[config.mk]
export PLATFORM = sky130hd
export DESIGN_NAME = core_lsu_ctrl
export DESIGN_NICKNAME = d
export VERILOG_FILES = /design/src/rtl/core_lsu_pkg.sv /design/src/rtl/core_lsu_ctrl.sv
export SDC_FILE = /design/constraint.sdc
export NUM_CORES = 1
export LEC_CHECK = 0
export ABC_CLOCK_PERIOD_IN_PS = 1750
export CAP_MARGIN = 25
export CORE_MARGIN = 2
export CORE_UTILIZATION = 39
export CTS_CLUSTER_DIAMETER = 100
export DETAILED_ROUTE_END_ITERATION = 10
export GPL_ROUTABILITY_DRIVEN = 0
export GPL_TIMING_DRIVEN = 1
export PLACE_DENSITY = 0.83
export SLEW_MARGIN = 20
export SYNTH_ARGS = -nofsm -noshare
export SYNTH_HDL_FRONTEND = slang
export SYNTH_SLANG_ARGS = --single-unit
export TNS_END_PERCENT = 100
[constraint.sdc]
create_clock -name clk_i -period 1.75 [get_ports clk_i]
set_clock_uncertainty 0.1 [all_clocks]
set_input_delay 0.35 -clock clk_i [delete_from_list [all_inputs] [get_ports clk_i]]
set_output_delay 0.35 -clock clk_i [all_outputs]
set_load 0.02 [all_outputs]
[src/rtl/core_lsu_pkg.sv]
// core_lsu_pkg: shared types and constants for the load/store sequencer.
// Optional feature macro: CORE_LSU_STDIO_EN adds the stdio FSM states.

package core_lsu_pkg;

    // Default field widths. The request struct is sized from these, so the
    // core_lsu_ctrl parameters must keep the same values.
    localparam int LSU_ADDR_W = 8;
    localparam int LSU_DATA_W = 16;
    localparam int LSU_REG_W  = 4;

    // Address reserved for the console when the stdio feature is built in.
    localparam logic [7:0] STDIO_ADDR = 8'hFF;

    typedef enum logic [2:0] {
        ST_IDLE,
        ST_REQ,
        ST_WB,
        ST_DONE
`ifdef CORE_LSU_STDIO_EN
        ,
        ST_STDIN,
        ST_STDOUT
`endif
    } lsu_state_e;

    // One accepted load/store, captured when the request is accepted.
    typedef struct packed {
        logic                  wen;
        logic [LSU_REG_W-1:0]  rd;
        logic [LSU_ADDR_W-1:0] addr;
        logic [LSU_DATA_W-1:0] wdata;
    } lsu_req_t;

endpackage

[src/rtl/core_lsu_ctrl.sv]
// core_lsu_ctrl: sequences the shared data-memory port for one load/store at
// a time, resolves direct/indirect addressing, writes load data back to the
// register file and pulses done_o on completion.
// Optional feature macro: CORE_LSU_STDIO_EN routes address 8'hFF to a
// stdin/stdout handshake instead of data memory.

module core_lsu_ctrl
    import core_lsu_pkg::*;
#(
    parameter int ADDR_W = LSU_ADDR_W,
    parameter int DATA_W = LSU_DATA_W,
    parameter int REG_W  = LSU_REG_W
) (
    input  logic              clk_i,
    input  logic              rst_i,

    input  logic              req_en_i,
    input  logic              req_wen_i,
    input  logic              req_kind_i,
    input  logic [REG_W-1:0]  req_rd_i,
    input  logic [ADDR_W-1:0] req_addr_i,
    input  logic [DATA_W-1:0] req_rt_val_i,
    input  logic [DATA_W-1:0] req_rd_val_i,

    output logic              busy_o,
    output logic              done_o,

    output logic              mem_req_o,
    output logic              mem_wen_o,
    output logic [ADDR_W-1:0] mem_addr_o,
    output logic [DATA_W-1:0] mem_wdata_o,
    input  logic              mem_ack_i,
    input  logic [DATA_W-1:0] mem_rdata_i,

`ifdef CORE_LSU_STDIO_EN
    input  logic              stdin_valid_i,
    input  logic [DATA_W-1:0] stdin_data_i,
    output logic              stdin_ready_o,
    output logic              stdout_valid_o,
    output logic [DATA_W-1:0] stdout_data_o,
    input  logic              stdout_ready_i,
`endif

    output logic              arf_wen_o,
    output logic [REG_W-1:0]  arf_waddr_o,
    output logic [DATA_W-1:0] arf_wdata_o
);

    lsu_state_e        state_q;
    lsu_state_e        state_d;
    lsu_req_t          req_q;
    logic [DATA_W-1:0] rdata_q;
    logic [ADDR_W-1:0] eff_addr;
    logic              accept;

    // Only the low address bits of R[t] form the indirect address.
    logic unused_rt_hi;
    assign unused_rt_hi = ^req_rt_val_i[DATA_W-1:ADDR_W];

    // A request is taken only from IDLE; a pulse while busy is dropped.
    assign accept   = req_en_i && (state_q == ST_IDLE);
    assign eff_addr = req_kind_i ? req_addr_i : req_rt_val_i[ADDR_W-1:0];

    // State register with synchronous reset.
    // NOTE: every always_ff uses non-blocking (<=) so all registers update
    // from the same pre-edge values; blocking here creates order-dependent races.
    always_ff @(posedge clk_i) begin
        if (rst_i) begin
            state_q <= ST_IDLE;
        end else begin
            state_q <= state_d;
        end
    end

    // Request register: captures the resolved operation on accept.
    always_ff @(posedge clk_i) begin
        if (rst_i) begin
            req_q <= '0;
        end else if (accept) begin
            req_q.wen   <= req_wen_i;
            req_q.rd    <= req_rd_i;
            req_q.addr  <= eff_addr;
            req_q.wdata <= req_rd_val_i;
        end
    end

    // Load data capture from memory (or stdin) for the write-back cycle.
    always_ff @(posedge clk_i) begin
        if (rst_i) begin
            rdata_q <= '0;
        end else if (state_q == ST_REQ && mem_ack_i && !req_q.wen) begin
            rdata_q <= mem_rdata_i;
`ifdef CORE_LSU_STDIO_EN
        end else if (state_q == ST_STDIN && stdin_valid_i) begin
            rdata_q <= stdin_data_i;
`endif
        end
    end

    // Next-state and output decode from registered state and fields only.
    // NOTE: every signal written here gets a default first, so no path
    // leaves one unassigned and no latch is inferred.
    always_comb begin
        state_d     = state_q;
        busy_o      = (state_q != ST_IDLE);
        done_o      = 1'b0;
        mem_req_o   = 1'b0;
        mem_wen_o   = 1'b0;
        mem_addr_o  = '0;
        mem_wdata_o = '0;
        arf_wen_o   = 1'b0;
        arf_waddr_o = '0;
        arf_wdata_o = '0;
`ifdef CORE_LSU_STDIO_EN
        stdin_ready_o  = 1'b0;
        stdout_valid_o = 1'b0;
        stdout_data_o  = '0;
`endif

        unique case (state_q)
            ST_IDLE: begin
                if (req_en_i) begin
`ifdef CORE_LSU_STDIO_EN
                    if (eff_addr == STDIO_ADDR[ADDR_W-1:0]) begin
                        state_d = req_wen_i ? ST_STDOUT : ST_STDIN;
                    end else begin
                        state_d = ST_REQ;
                    end
`else
                    state_d = ST_REQ;
`endif
                end
            end

            ST_REQ: begin
                // Address, write enable and data stay stable until the ack.
                mem_req_o   = 1'b1;
                mem_wen_o   = req_q.wen;
                mem_addr_o  = req_q.addr;
                mem_wdata_o = req_q.wdata;
                if (mem_ack_i) begin
                    state_d = req_q.wen ? ST_DONE : ST_WB;
                end
            end

            ST_WB: begin
                // R0 is hard-wired zero: skip the write but still complete.
                arf_wen_o   = (req_q.rd != '0);
                arf_waddr_o = req_q.rd;
                arf_wdata_o = rdata_q;
                done_o      = 1'b1;
                state_d     = ST_IDLE;
            end

            ST_DONE: begin
                done_o  = 1'b1;
                state_d = ST_IDLE;
            end

`ifdef CORE_LSU_STDIO_EN
            ST_STDIN: begin
                stdin_ready_o = 1'b1;
                if (stdin_valid_i) begin
                    state_d = ST_WB;
                end
            end

            ST_STDOUT: begin
                stdout_valid_o = 1'b1;
                stdout_data_o  = req_q.wdata;
                if (stdout_ready_i) begin
                    state_d = ST_DONE;
                end
            end
`endif

            default: begin
                state_d = ST_IDLE;
            end
        endcase
    end

    // A request pulse while an operation is in flight is a decoder bug.
    assert property (@(posedge clk_i) disable iff (rst_i) !(req_en_i && busy_o))
        else $warning("core_lsu_ctrl: req_en_i while busy_o, request ignored");

endmodule

# Word level (Yosys, flattened, before mapping)
# Index checks and enable logic that the tools add are counted.
# W data, S select, Z words.
[word_totals] latch_bits=0 ram_bits=0 regBits=48 elab_cells=33 romBits=0 n_memories=0
[op_classes] n_reduce_logical=9 n_bitwise=0 muxes=13 n_div=0 n_lt_le_gt_ge=0 n_eq_ne=5 n_mul=0 shifts=0 n_addsub=0
[ops] operator="$mux W16" count=2
[ops] operator="$mux W8" count=2
[ops] operator="$eq A3 B2 Y1 const B" count=2
[ops] operator="$mux W3" count=2
[ops] operator="$pmux W3 S2" count=1
[ops] operator="$mux W1" count=5
[ops] operator="$mux W4" count=1
[ops] operator="$ne A2 B2 Y1 const B" count=2
[ops] operator="$reduce_bool A4 Y1" count=1
[ops] operator="$eq A3 B1 Y1 const B" count=1
[ops] operator="$logic_and A1 B1 Y1" count=3
[ops] operator="$logic_not A3 Y1" count=1
[ops] operator="$reduce_bool A3 Y1" count=1
[ops] operator="$reduce_and A2 Y1" count=1
[ops] operator="$reduce_or A2 Y1" count=1
[ops] operator="$logic_not A1 Y1" count=1

# Longest topological paths before layout
# Gate-level depths: netlist (run 1).
[depth] ltp_word=3 depth_mapped=5 mapped_depth_nobuf=3

# Worst setup path before layout (run 1)
# No wires, ideal clock.
[synth_timing] path_kind="reg2out" from="register state_q[0]" to="output mem_addr_o[0]" setup_slack_ps=135 n_path_buf=2 required_ps=1300 t_arrival_ps=1165 path_stages_with_launch=5 cell_sequence="dfxtp_1 nor2b_1 buf_2 buf_2 and2_1"
[synth_via] elab_chain_cells=2
[synth_lines] element="start: declaration" line="core_lsu_ctrl.sv:49" source="lsu_state_e state_q;"
[synth_lines] element="start signal: assignment" line="core_lsu_ctrl.sv:71" source="state_q <= state_d;"
[synth_lines] element="$eq A3 B1 Y1" line="core_lsu_ctrl.sv:120" source="unique case (state_q)"
[synth_lines] element="$mux W8" line="core_lsu_ctrl.sv:120"
[synth_lines] element="end: declaration" line="core_lsu_ctrl.sv:30" source="output logic [ADDR_W-1:0] mem_addr_o,"
# Every way passes these cells.

# Worst setup path after layout (run 1)
[layout_timing] from="register state_q[0]" to="output mem_wdata_o[12]"
[layout_via] elab_chain_cells=2
[layout_lines] element="$eq A3 B1 Y1" line="core_lsu_ctrl.sv:120"
[layout_lines] element="$mux W16" line="core_lsu_ctrl.sv:120"
[layout_lines] element="end: declaration" line="core_lsu_ctrl.sv:31" source="output logic [DATA_W-1:0] mem_wdata_o,"
# Every way passes these cells.

==> results of run 1 <==
[cell type report]
class                      instances  area share [%]
clock buffer                       6           2.392
clock inverter                     1          0.1450
inverter                           1          0.1087
multi-input combinational        191           31.46
sequential                        47           27.47
tap                               70           2.537
timing repair buffer             127           35.88
[sequential cells by signal, summed over array words and instances, names as in the netlist]
signal and count:
req_q 29, state_q 2, rdata_q 16
[power groups by stage]
stage	combinational, mW	clock, mW	sequential, mW
floorplan	0.225	0	1.18
global placement	0.440	0	1.19
detailed placement	0.448	0	1.19
CTS	0.456	0.672	1.17
global route	0.518	0.719	1.18
finish	0.474	0.653	1.17
[worst min-delay path: cells and delay by family, from the launching register on]
kind / cells / cell delay (ns)
AOI/OAI and AO/OA: 1 / 0.05
DFF: 1 / 0.31
and+or+nand+nor: 1 / 0.05
[worst paths after layout]
kind	start	to	slack, ns	depth (start not counted)
max	state_q[0]	mem_wdata_o[12]	-0.04	5
min reg2reg	req_q[15]	req_q[15]	0.35	2
min	req_q[15]	req_q[15]	0.35	2
max reg2reg	state_q[1]	req_q[1]	0.29	5
[layer usage]
metal,vias up,part of all wire (%)
met3,15,5.9
met2,79,51
met4,0,2.5
li1,1064,-
met1,942,40
met5,-,0
[cells by family (layout without fill, tap and decap cells)]
family / Yosys count / after routing / share of synthesized area, %
DFF: 47 / 47 / 45.11
muxes: 8 / 8 / 3.839
buffers and inverters: 22 / 135 / 5.938
AOI/OAI and AO/OA: 48 / 48 / 13.02
and+or+nand+nor: 135 / 135 / 32.09
[cells in the final DEF, fill, tap and decap left out]
cell and instances:
dfxtp_1 45, nor2_1 7, nor3b_4 1, clkbuf_8 6, or3b_1 1, buf_4 24
dlygate4sd2_1 1, nand4bb_1 1, clkinv_2 1, or2_2 1, clkdlybuf4s50_1 56, and4bb_2 1
buf_12 1, o21ai_0 1, inv_1 1, buf_6 39, nor2_2 1, nand2_1 74
dfxtp_4 2, a211oi_2 1, a211oi_1 7, and2_1 25, and2_4 20, buf_2 6
a21oi_1 38, o41a_1 1, nor3b_1 1, mux2i_1 8, nor2b_4 2
[timing repair]
action / CTS / global route
resized for setup: 238 / 69
endpoints found under the setup margin: 49 / 47
hold buffers: 0 / 0
setup buffers: 1 / 1
pin swaps: 0 / 10
gates cloned: 2 / 2
==> metrics.md, run 1 <==
| Metric | Value |
|---|---|
| Primary FF master, synth | dfxtp_1 |
| Slew headroom | 74.54% |
| Fin Setup TNS | -0.2389 ns |
| Final Non-Filler Cells | 443 |
| Yosys cell types | 24 |
| Total Routing Usage GR | 20.00% |
| Pwr Total | 2.293 mW |
| Skew-Pair Late Insertion Delay | ~0.29 ns |
| Comb pwr share | approximately 21% |
| Yosys top cell by area | dfxtp_1 |
| # setup viols final | 18 |
| Placed insts | 430 |
| Fmax | 558.5 MHz |
| Final hold violation count | 0 |
| Total CTS buffers | 5 |
| Gate Count Post-Synth | 260 |
| Final Slew Violations | 0 |
| Initial antenna violation count | 0 |
| Failing checks | setup timing |
| Share of power burned in the clock network | 28.5% |
| Cell Rows | 26 |
| Ys Warns | 0 |
| Tightest Pin Transition | around 0.38 ns |
| Int Power | 1.707 mW |
| Status | finished with violations |
| CP required | 1.30 ns |
| Final ANT Viol Nets | 0 |
| Register Area | 948.4 sq um |
| Met3 Use GR | 4.941% |
| Via density | 4.740 |
| Kind of critical path | flip-flop to output port |
| # diodes | 0 |
| Routed WL per cell | 13.55 um |
| Grt ovf | 0 |
| DIE WIDTH | 77.13 um |
| Core ar. | 5140 sq um |
| Post-DP HPWL | 4131 um |
| Sinks on Clock Net | 47 |
| Max VDD drop | 0.4526 mV |
| Top cell type's share of synthesized area | 45.11% |
| Fin nets | 439 |
| CP delay by family, top | flip-flops |
| Most frequent cells after synthesis | nand2_1 (74), dfxtp_1 (47), and2_1 (45) |
| Worst hold path class | flip-flop to flip-flop |
| Drt drc | 0 |
| Routed WL | ~6000 um |
| CTS H-tree lvls | 2 |
| Top cells by area, synth | dfxtp_1 (45%), and2_1 (13%), nand2_1 (13%) |
| Worst setup margin | -0.04054 ns |
| Count leader, synth | nand2_1 |
| Crit path DAT | 1.34 ns |
| Vias | 2100 |
| Busiest grt layer | met2 |
| Area Overhead vs Synth | 65.51% |
| Area after DPL | between 3000 and 4000 sq um |
| CTS root buf | clkbuf_8 |
| Min Hold Slack | 0.3532 ns |
| First-pass GRT wire length | between 9000 and 10000 um |
| Post-synth EDFFs | 0 |
| Vias in the first global route | 1971 |
| Share of cells above drive strength 1 | 28.42% |
| Area occupied by multi-input gates | roughly 1100 sq um |
| Buf/Inv on CP | 3 |
| Synth Register Bits | between 40 and 50 |
| Num ports | 115 |
| Syn Std Cell Area | ~2100 sq um |
| CP max-delay cell | dfxtp_4 |
| Fin area | 3452 sq um |
| Starting Density | a little over 40% |
| Critical path peak fanout | 5 |
| Crit-path max cell delay | around 0.38 ns |
| CTS tree | yes |
| Sequential group share of total power | 50.9% |
| RSZ-0062 raised after global routing | yes |
| Asr flop ratio synth | 0% |
| Drt first pass iters | 4 |
| CP endpoint kind | output port |
| Net switching power | 0.5862 mW |
| M1 GR Usage | about a quarter |
| M2 GR Usage | 34.35% |
| P_leak | 1.455 nW |
| PwrDens | about 660 nW/um^2 |
| Syn nets | 326 |
| Startpoint types | flip-flop |
| Number of fill cells | 465 |
| Largest net degree at the start of global routing | 21 |
| Sw Share | between 20% and 30% |
| Post-layout min period | 1.791 ns |
| Clock buffer depth | 2 |
| Die H | 77.13 um |
| Register area share after synthesis | 45.11% |
| Dpl ws | -0.2278 ns |
| Fin util | 67.16% |
| MaxCap Viol Count | 0 |
| Most Frequent Cell on Critical Path | buf_6 |
| Synth Area per Inst | 8.022 sq um |
| Port Buf Inserts | 106 |
| Die ar. | 5949 sq um |
| Initial drt markers | 35 |
| Cell Chain, Critical Path | nor2b_4, buf_6, buf_6, and2_4, buf_6 |
| Clock transition at path regs | around 0.080 ns |
| Final period utilization | 102.3% |
(Power assumes the default switching activity.)
==> run 2: changes to the inputs <==
--- a/config.mk
+++ b/config.mk
@@ -10,9 +10,11 @@
 export CORE_MARGIN = 2
 export CORE_UTILIZATION = 39
 export CTS_CLUSTER_DIAMETER = 100
+export CTS_CLUSTER_SIZE = 8
 export DETAILED_ROUTE_END_ITERATION = 10
 export GPL_ROUTABILITY_DRIVEN = 0
 export GPL_TIMING_DRIVEN = 1
+export HOLD_SLACK_MARGIN = 0.05
 export PLACE_DENSITY = 0.83
 export SLEW_MARGIN = 20
 export SYNTH_ARGS = -nofsm -noshare
==> results of run 2 <==
Final layout, timing and power as in run 1 (identical DEF).
